[config.mk]
export PLATFORM = sky130hd
export DESIGN_NAME = obi_protocol_tracker
export DESIGN_NICKNAME = d
export VERILOG_FILES = /design/src/rtl/obi_protocol_tracker.sv
export SDC_FILE = /design/constraint.sdc
export NUM_CORES = 1
export LEC_CHECK = 0
export BUFFER_PORTS_ARGS = -buffer_cell sky130_fd_sc_hd__buf_2
export CAP_MARGIN = 0
export CORE_MARGIN = 2
export CORE_UTILIZATION = 60
export CTS_CLUSTER_DIAMETER = 120
export DETAILED_ROUTE_END_ITERATION = 10
export PLACE_DENSITY = 0.95
export SYNTH_ARGS = -nofsm -noshare
export SYNTH_HDL_FRONTEND = slang
export SYNTH_SLANG_ARGS = --single-unit
[constraint.sdc]
create_clock -name clk_i -period 2.5 [get_ports clk_i]
set_input_delay 0.125 -clock clk_i [delete_from_list [all_inputs] [get_ports clk_i]]
set_output_delay 0.125 -clock clk_i [all_outputs]
set_load 0.01 [all_outputs]
[src/rtl/obi_protocol_tracker.sv]
// ---------------------------------------------------------------------------
// obi_protocol_tracker
//   Tracks outstanding OBI transactions on NUM_CH independent channels.
//   It tells a random responder when gnt/rvalid may legally be driven, and
//   it records the first protocol violation seen on each channel.
//
// Ports
//   clk_i        clock
//   rst_ni       asynchronous active-low reset
//   clear_i      synchronous clear of the sticky violation state (all channels)
//   req_i        OBI req, one bit per channel
//   gnt_i        OBI gnt, one bit per channel
//   rvalid_i     OBI rvalid, one bit per channel
//   we_i         OBI write enable, one bit per channel
//   be_i         byte enables, channel c at [4c+3:4c]
//   addr_i       address, channel c at [ADDR_W*c +: ADDR_W]
//   pend_o       outstanding (granted, not yet answered) count per channel
//   gnt_ok_o     combinational: a gnt is legal on the channel this cycle
//   rvalid_ok_o  combinational: an rvalid is legal on the channel this cycle
//   viol_o       sticky: a violation has occurred on the channel
//   viol_code_o  code of the first violation on the channel (0 = none)
//
// Violation codes
//   1 gnt without req            4 gnt timeout
//   2 rvalid with nothing pending 5 rvalid timeout
//   3 req retracted/changed      6 overflow (accept while full, no rvalid)
// ---------------------------------------------------------------------------
module obi_protocol_tracker #(
    parameter int unsigned NUM_CH   = 2,
    parameter int unsigned ADDR_W   = 32,
    parameter int unsigned MAX_OUT  = 2,
    parameter int unsigned GNT_TMO  = 8,
    parameter int unsigned RVLD_TMO = 8,
    localparam int unsigned CNT_W   = $clog2(MAX_OUT + 1),
    localparam int unsigned TMO_MAX = (GNT_TMO > RVLD_TMO) ? GNT_TMO : RVLD_TMO,
    localparam int unsigned TMO_W   = $clog2(TMO_MAX + 1)
) (
    input  logic                       clk_i,
    input  logic                       rst_ni,
    input  logic                       clear_i,
    input  logic [NUM_CH-1:0]          req_i,
    input  logic [NUM_CH-1:0]          gnt_i,
    input  logic [NUM_CH-1:0]          rvalid_i,
    input  logic [NUM_CH-1:0]          we_i,
    input  logic [NUM_CH*4-1:0]        be_i,
    input  logic [NUM_CH*ADDR_W-1:0]   addr_i,
    output logic [NUM_CH*CNT_W-1:0]    pend_o,
    output logic [NUM_CH-1:0]          gnt_ok_o,
    output logic [NUM_CH-1:0]          rvalid_ok_o,
    output logic [NUM_CH-1:0]          viol_o,
    output logic [NUM_CH*3-1:0]        viol_code_o
);

    localparam logic [CNT_W-1:0] PEND_ZERO_C = CNT_W'(0);
    localparam logic [CNT_W-1:0] PEND_ONE_C  = CNT_W'(1);
    localparam logic [CNT_W-1:0] PEND_MAX_C  = CNT_W'(MAX_OUT);
    localparam logic [TMO_W-1:0] TMO_ZERO_C  = TMO_W'(0);
    localparam logic [TMO_W-1:0] TMO_ONE_C   = TMO_W'(1);
    localparam logic [TMO_W-1:0] GNT_SAT_C   = TMO_W'(GNT_TMO);
    localparam logic [TMO_W-1:0] GNT_LIM_C   = TMO_W'(GNT_TMO - 1);
    localparam logic [TMO_W-1:0] RVLD_SAT_C  = TMO_W'(RVLD_TMO);
    localparam logic [TMO_W-1:0] RVLD_LIM_C  = TMO_W'(RVLD_TMO - 1);

    // Lowest set bit wins: bit k of the vector stands for code k+1.
    function automatic logic [2:0] first_code(input logic [5:0] vec);
        logic [2:0] code;
        code = 3'd0;
        for (int i = 5; i >= 0; i--) begin
            if (vec[i]) begin
                code = 3'(i + 1);
            end else begin
                code = code;
            end
        end
        return code;
    endfunction

    for (genvar c = 0; c < NUM_CH; c++) begin : g_ch
        logic              req_s;
        logic              gnt_s;
        logic              rvalid_s;
        logic              we_s;
        logic [3:0]        be_s;
        logic [ADDR_W-1:0] addr_s;

        logic [CNT_W-1:0]  pend_r;
        logic [CNT_W-1:0]  pend_nxt_s;
        logic [TMO_W-1:0]  gwait_r;
        logic [TMO_W-1:0]  gwait_nxt_s;
        logic [TMO_W-1:0]  rwait_r;
        logic [TMO_W-1:0]  rwait_nxt_s;
        logic              waiting_r;
        logic [ADDR_W-1:0] addr_lat_r;
        logic              we_lat_r;
        logic [3:0]        be_lat_r;
        logic              viol_r;
        logic [2:0]        code_r;

        logic              acc_s;
        logic              ret_s;
        logic              pend_nz_s;
        logic              pend_full_s;
        logic              gnt_wait_s;
        logic              rvld_wait_s;
        logic              fields_chg_s;
        logic [5:0]        viol_vec_s;

        assign req_s    = req_i[c];
        assign gnt_s    = gnt_i[c];
        assign rvalid_s = rvalid_i[c];
        assign we_s     = we_i[c];
        assign be_s     = be_i[4*c +: 4];
        assign addr_s   = addr_i[ADDR_W*c +: ADDR_W];

        // A response only retires something when there is something pending.
        assign acc_s        = req_s & gnt_s;
        assign pend_nz_s    = (pend_r != PEND_ZERO_C);
        assign pend_full_s  = (pend_r == PEND_MAX_C);
        assign ret_s        = rvalid_s & pend_nz_s;
        assign gnt_wait_s   = req_s & ~gnt_s;
        assign rvld_wait_s  = pend_nz_s & ~rvalid_s;
        assign fields_chg_s = (addr_s != addr_lat_r) | (we_s != we_lat_r) |
                              (be_s != be_lat_r);

        // Violation detection; bit k flags code k+1.
        always_comb begin
            viol_vec_s    = 6'b000000;
            viol_vec_s[0] = gnt_s & ~req_s;
            viol_vec_s[1] = rvalid_s & ~pend_nz_s;
            viol_vec_s[2] = waiting_r & (~req_s | fields_chg_s);
            viol_vec_s[3] = gnt_wait_s & (gwait_r >= GNT_LIM_C);
            viol_vec_s[4] = rvld_wait_s & (rwait_r >= RVLD_LIM_C);
            viol_vec_s[5] = acc_s & pend_full_s & ~rvalid_s;
        end

        // Outstanding count: saturating up/down, accept+retire holds.
        always_comb begin
            pend_nxt_s = pend_r;
            if (acc_s & ~ret_s) begin
                if (pend_full_s) begin
                    pend_nxt_s = pend_r;
                end else begin
                    pend_nxt_s = pend_r + PEND_ONE_C;
                end
            end else if (ret_s & ~acc_s) begin
                pend_nxt_s = pend_r - PEND_ONE_C;
            end else begin
                pend_nxt_s = pend_r;
            end
        end

        // Wait counters saturate at their timeout so they never wrap.
        always_comb begin
            gwait_nxt_s = TMO_ZERO_C;
            rwait_nxt_s = TMO_ZERO_C;
            if (gnt_wait_s) begin
                if (gwait_r < GNT_SAT_C) begin
                    gwait_nxt_s = gwait_r + TMO_ONE_C;
                end else begin
                    gwait_nxt_s = gwait_r;
                end
            end else begin
                gwait_nxt_s = TMO_ZERO_C;
            end
            if (rvld_wait_s) begin
                if (rwait_r < RVLD_SAT_C) begin
                    rwait_nxt_s = rwait_r + TMO_ONE_C;
                end else begin
                    rwait_nxt_s = rwait_r;
                end
            end else begin
                rwait_nxt_s = TMO_ZERO_C;
            end
        end

        // Outstanding count and wait counters (not affected by clear_i).
        always_ff @(posedge clk_i or negedge rst_ni) begin
            if (!rst_ni) begin
                pend_r  <= PEND_ZERO_C;
                gwait_r <= TMO_ZERO_C;
                rwait_r <= TMO_ZERO_C;
            end else begin
                pend_r  <= pend_nxt_s;
                gwait_r <= gwait_nxt_s;
                rwait_r <= rwait_nxt_s;
            end
        end

        // Request stability: remember an ungranted request so next cycle can compare.
        always_ff @(posedge clk_i or negedge rst_ni) begin
            if (!rst_ni) begin
                waiting_r  <= 1'b0;
                addr_lat_r <= {ADDR_W{1'b0}};
                we_lat_r   <= 1'b0;
                be_lat_r   <= 4'b0000;
            end else begin
                waiting_r <= gnt_wait_s;
                if (gnt_wait_s) begin
                    addr_lat_r <= addr_s;
                    we_lat_r   <= we_s;
                    be_lat_r   <= be_s;
                end
            end
        end

        // Sticky first-violation capture; clear wins over a same-cycle violation.
        always_ff @(posedge clk_i or negedge rst_ni) begin
            if (!rst_ni) begin
                viol_r <= 1'b0;
                code_r <= 3'd0;
            end else if (clear_i) begin
                viol_r <= 1'b0;
                code_r <= 3'd0;
            end else if (!viol_r && (viol_vec_s != 6'b000000)) begin
                viol_r <= 1'b1;
                code_r <= first_code(viol_vec_s);
            end
        end

        // A same-cycle rvalid frees a slot, so a full channel may still grant.
        assign gnt_ok_o[c]             = req_s & (~pend_full_s | rvalid_s);
        assign rvalid_ok_o[c]          = pend_nz_s;
        assign pend_o[c*CNT_W +: CNT_W] = pend_r;
        assign viol_o[c]               = viol_r;
        assign viol_code_o[3*c +: 3]   = code_r;
    end

endmodule

# == After elaboration in Yosys (flattened, before gate mapping) ==
# Index checks and enable logic that the tools add are counted.
# classes
addsub,8
n_mul,0
div,0
n_lt_le_gt_ge,8
n_eq_ne,14
n_shift,0
mux,34
n_bitwise,50
reduce_logical,14
# ops
cell,count
32-bit inequality test,2
3-bit 2-to-1 mux,16
4-bit 2-to-1 mux,8
1-bit bitwise AND,28
4-bit by 1-bit adder with 4-bit output (second input constant),4
4-bit by 3-bit greater-or-equal comparator with 1-bit output (second input constant),4
4-bit less-than comparator (second input constant),4
1-bit NOT,14
2-bit 2-to-1 mux,6
2-bit nonzero test,6
6-bit nonzero test,2
2-bit by 1-bit inequality test with 1-bit output (second input constant),4
4-bit inequality test,2
1-bit OR,8
2-bit by 1-bit adder with 2-bit output (second input constant),2
2-bit equality test (second input constant),2
1-bit 2-to-1 mux,4
2-bit inequality test (second input constant),2
2-bit AND reduction,2
2-bit by 1-bit subtractor with 2-bit output (second input constant),2
1-bit logical AND,2
1-bit zero test,2
1-bit inequality test,2
# totals
ff_bits,104
latchBits,0
mem_bits_rw,0
rom_bits,0
inputBits,83
out_inout_bits,16
elab_cells,146
mem_count,0

# == Logic depth before layout (Yosys ltp) ==
# logic_depth
depth_word,11
mapped_depth,7
mapped_depth_nobuf,7

# == Worst setup path after synthesis ==
# Ideal clock, no wire load.
# synth_timing
path_type,reg-to-reg
from,register g_ch[1].addr_lat_r[2]
to,register g_ch[1].code_r[0]
setup_ns,0.124
arrival_ns,1.558
required_time_ns,2.376
path_slack_ns,0.818
stages_incl_launch_ff,7
n_path_buf,0
period_less_slack_ns,1.682
path_cell_list,dfrtp_1 xor2_1 nor4_1 nand4_1 o31ai_2 nor4b_1 a211o_1
# synth_between
elab_chain_cells,10
elab_cells_between_ends,13
classes_between,eq/ne (1); mux (5); bitwise (4); reduce/logical (3)
# synth_rtl
element,line,rtl
"start, declared",93,logic [ADDR_W-1:0] addr_lat_r;
"start signal, assigned",193,addr_lat_r <= {ADDR_W{1'b0}};
"start signal, assigned",199,addr_lat_r <= addr_s;
32-bit inequality test (*),122,assign fields_chg_s = (addr_s != addr_lat_r) | (we_s != we_lat_r) |
1-bit OR (*) (2 in a row),122,
1-bit OR (*),130,viol_vec_s[2] = waiting_r & (~req_s | fields_chg_s);
1-bit bitwise AND (*),130,
3-bit 2-to-1 mux (3 in a row),69,if (vec[i]) begin
3-bit 2-to-1 mux,214,end else if (!viol_r && (viol_vec_s != 6'b000000)) begin
3-bit 2-to-1 mux,211,end else if (clear_i) begin
"end signal, assigned",216,code_r <= first_code(viol_vec_s);
"end, declared",97,logic [2:0] code_r;
# Mark *: on every way between the ends. The rest lies on a longest branch, timed or not. The select of a mux whose other input is x is not followed.
# A chain may end at the register's enable or synchronous reset.

# == Worst setup path in the final report ==
# layout_timing
from,input port addr_i[9]
to,register g_ch[0].code_r[1]
# layout_between
elab_chain_cells,10
elab_cells_between_ends,13
classes_between,eq/ne (1); mux (5); bitwise (4); reduce/logical (3)
# layout_rtl
element,line,rtl
"start, declared",46,"input logic [NUM_CH*ADDR_W-1:0] addr_i,"
32-bit inequality test (*),122,
1-bit OR (*) (2 in a row),122,
1-bit OR (*),130,
1-bit bitwise AND (*),130,
3-bit 2-to-1 mux (3 in a row),69,
3-bit 2-to-1 mux,214,
3-bit 2-to-1 mux,211,
"end signal, assigned",216,
"end, declared",97,
# Marked as above.

==> metrics.md <==
| Metric | Value |
|---|---|
| Boundary pin count | 99 |
| Critical Path AT | 2.49 ns |
| Longest Clk Path Bufs | 2 |
| HP Class | in2reg |
| Kind of critical path | in2reg |
| Flops & latches, synth | 104 |
| Placer congestion estimate | 0.853 |
| Max-cap violations | 0 |
| Post-DR wirelength/cell | 16.1 um |
| Hpwl dp | 8090 um |
| Clk_lat worst skew | 0.37 ns |
| # diodes | 0 |
| Endpoints failing hold | 0 |
| Fmax | 444 MHz |
| Post-synthesis cell count | 588 |
| Gr usage total | 30.1% |
| Share of cells above drive strength 1 | 16.9% |
| CTS tree | built |
| Die area | 9390 um2 |
| Pwr/cell area | 597 nW/um2 |
| Setup violators final | 0 |
| Crit path capture type | flip-flop |
| DRT Wirelength | 13,700 um |
| Die width | 96.9 um |
| Rows | 33 |
| Register area share after synthesis | 50.2% |
| Syn_nets | 675 |
| H-tree depth | 3 |
| First-pass GRT wire length | 23,100 um |
| Fin crit period | 2.25 ns |
| Sink Count | 104 |
| Grt total ovfl | 0 |
| Slew headroom | 51.7% |
| DR DRC count | 0 |
| Worst Path Max Fanout | 5 |
| Setup bufs post-CTS | 0 |
| Die height | 96.9 um |
| Iter 0 DRT Violations | 271 |
| CP startpoint kind | input pin |
| Syn avg cell area | 8.81 um2 |
| DRT Pass-1 Iters | 5 |
| Initial antenna violation count | 0 |
| Clock Skew | 0.0129 ns |
| Clock Tree Root | clkbuf_8 |
| Final Core Density | 79.2% |
| Async SR Flop Fraction | 100% |
| Number of nets with antenna violations after routing | 0 |
| Post-synth top flop | dfrtp_1 |
| Clock slew seen by the registers of the worst setup and hold paths | 0.09 ns |
| Post-route setup TNS | 0 ns |
| Fin nets | 829 |
| Unrepaired setup endpoints after global routing | false |
| Layout area overhead | 26.8% |
| Initial core utilization | 62.4% |
| Largest net degree at the start of global routing | 59 |
| Core area | 8300 um2 |
| Distinct cells, synth | 40 |
| IO Port Bufs | 98 |
| Vias | 4,692 |
| Final Max Tran Viols | 0 |
| Post-synth EDFFs | 0 |
| Fillers | 484 |
| Mapped Area | 5180 um2 |
| Vias per inst | 5.51 |
| Final worst-path cycle share | 90.1% |
| CTS resizes | 0 |
| CP required | 2.74 ns |
| Status | finished clean |
| Yosys warns | 0 |
| Vias in the first global route | 5,038 |
| Worst VDD drop | 0.303 mV |
| Static leakage | 3.44 nW |
| Slew @ Worst Pin | 0.725 ns |
| Num CTS Buffers | 9 |
[cells in the mapped netlist (7+ instances only)]
cell	instances	area (um2)
nand2_1	231	867
dfrtp_1	104	2600
xor2_1	76	666
nor2_1	34	128
nor4_1	19	119
clkbuf_1	17	63.8
a21oi_1	12	60.1
a31oi_1	8	50.1
nand2b_1	8	50.1
inv_1	7	26.3
nor2b_1	7	43.8
[logic make-up after synthesis]
| kind of cell | Yosys count | share of synthesized area, % |
|---|---|---|
| DFF | 104 | 50.2 |
| buffers and inverters | 33 | 2.70 |
| AOI/OAI and AO/OA | 39 | 5.26 |
| muxes | 7 | 1.38 |
| adders and majority gates | 4 | 0.966 |
| xor gates and xnor gates | 82 | 13.9 |
| and+or+nand+nor | 319 | 25.6 |
[layer usage]
metal,share of wire (%),track usage [%]
met4,4.1,13.9
met2,52,53.8
met1,38,35.3
met5,0,0
met3,5.5,5.13
[report_power, final]
part / leakage, nW / internal, W / switching (W)
registers: 1.32 / 0.00188 / 0.000186
logic: 2.03 / 0.000398 / 0.000475
clock network: 0.0845 / 0.000391 / 0.000591
[through the flow]
| stage | worst slack [ns] | total power, W | cells | cell area [um2] | hold WS, ns |
|---|---|---|---|---|---|
| 2_1_floorplan | 0.818 | 0.00256 | 588 | 5180 | -0.171 |
| 3_3_place_gp | 0.594 | 0.00278 | 771 | 5740 | 0.226 |
| 3_5_place_dp | 0.524 | 0.00284 | 771 | 5740 | 0.232 |
| 4_1_cts | 0.498 | 0.00388 | 852 | 6570 | 0.00175 |
| 5_1_grt | 0.239 | 0.00412 | 852 | 6570 | 0.0133 |
| 6_report | 0.248 | 0.00392 | 852 | 6570 | 0.00424 |
[sequential cells by signal, summed over array words and instances, names as in the netlist, 4 cells and up]
register and flops:
g_ch.code_r 6, g_ch.addr_lat_r 64, g_ch.gwait_r 8, g_ch.pend_r 4, g_ch.be_lat_r 8, g_ch.rwait_r 8
[critical path, cell delays in order]
cell           delay, ns
dlygate4sd3_1       0.54
buf_2               0.14
xor2_1              0.16
nor4_1              0.50
nand4_1             0.28
o31ai_4             0.40
a31oi_1             0.19
mux2i_1             0.15
[area by class of cell]
type | instances | area (um2) | area share (%)
inverter | 7 | 26.3 | 0.400
tap | 105 | 131 | 2.00
clock inverter | 6 | 45.0 | 0.686
multi-input combinational | 451 | 2440 | 37.1
sequential | 104 | 2600 | 39.6
clock buffer | 10 | 138 | 2.09
timing repair buffer | 169 | 1190 | 18.1
[worst paths after layout]
kind	slack (ns)	to	depth (start not counted)	startpoint
max in group asynchronous	1.32	g_ch[0].waiting_r	3	rst_ni
max reg2reg	0.26	g_ch[0].code_r[1]	6	g_ch[0].addr_lat_r[9]
min in group asynchronous	0.36	g_ch[1].be_lat_r[3]	2	rst_ni
max	0.25	g_ch[0].code_r[1]	8	addr_i[9]
min	0.004	g_ch[1].addr_lat_r[1]	3	addr_i[33]
min reg2reg	0.51	g_ch[1].addr_lat_r[21]	2	g_ch[1].addr_lat_r[21]
[placed cells by master, fill, tap and decap left out, types with 2 or more instances in the layout]
| cell | count |
|---|---|
| nand2_1 | 231 |
| dfrtp_1 | 104 |
| buf_2 | 97 |
| xor2_1 | 76 |
| dlygate4sd3_1 | 65 |
| nor2_1 | 34 |
| nor4_1 | 19 |
| a21oi_1 | 12 |
| clkbuf_8 | 10 |
| nand2b_1 | 8 |
| a31oi_1 | 8 |
| inv_1 | 7 |
| nor2b_1 | 7 |
| buf_4 | 7 |
| xnor2_1 | 6 |
| nor3_1 | 6 |
| mux2i_1 | 6 |
| nand4_1 | 4 |
| o21ai_0 | 4 |
| ha_1 | 4 |
| nand3_1 | 3 |
| clkinvlp_4 | 3 |
| or3_1 | 2 |
| o2bb2ai_1 | 2 |
| o21bai_1 | 2 |
| or2_2 | 2 |
| clkinv_4 | 2 |
[repair_timing]
action,in CTS,in global routing
hold endpoints to repair,120,0
hold buffers,65,0
endpoints found under the setup margin,0,0
No activity file was read; power rests on OpenSTA's default activity.
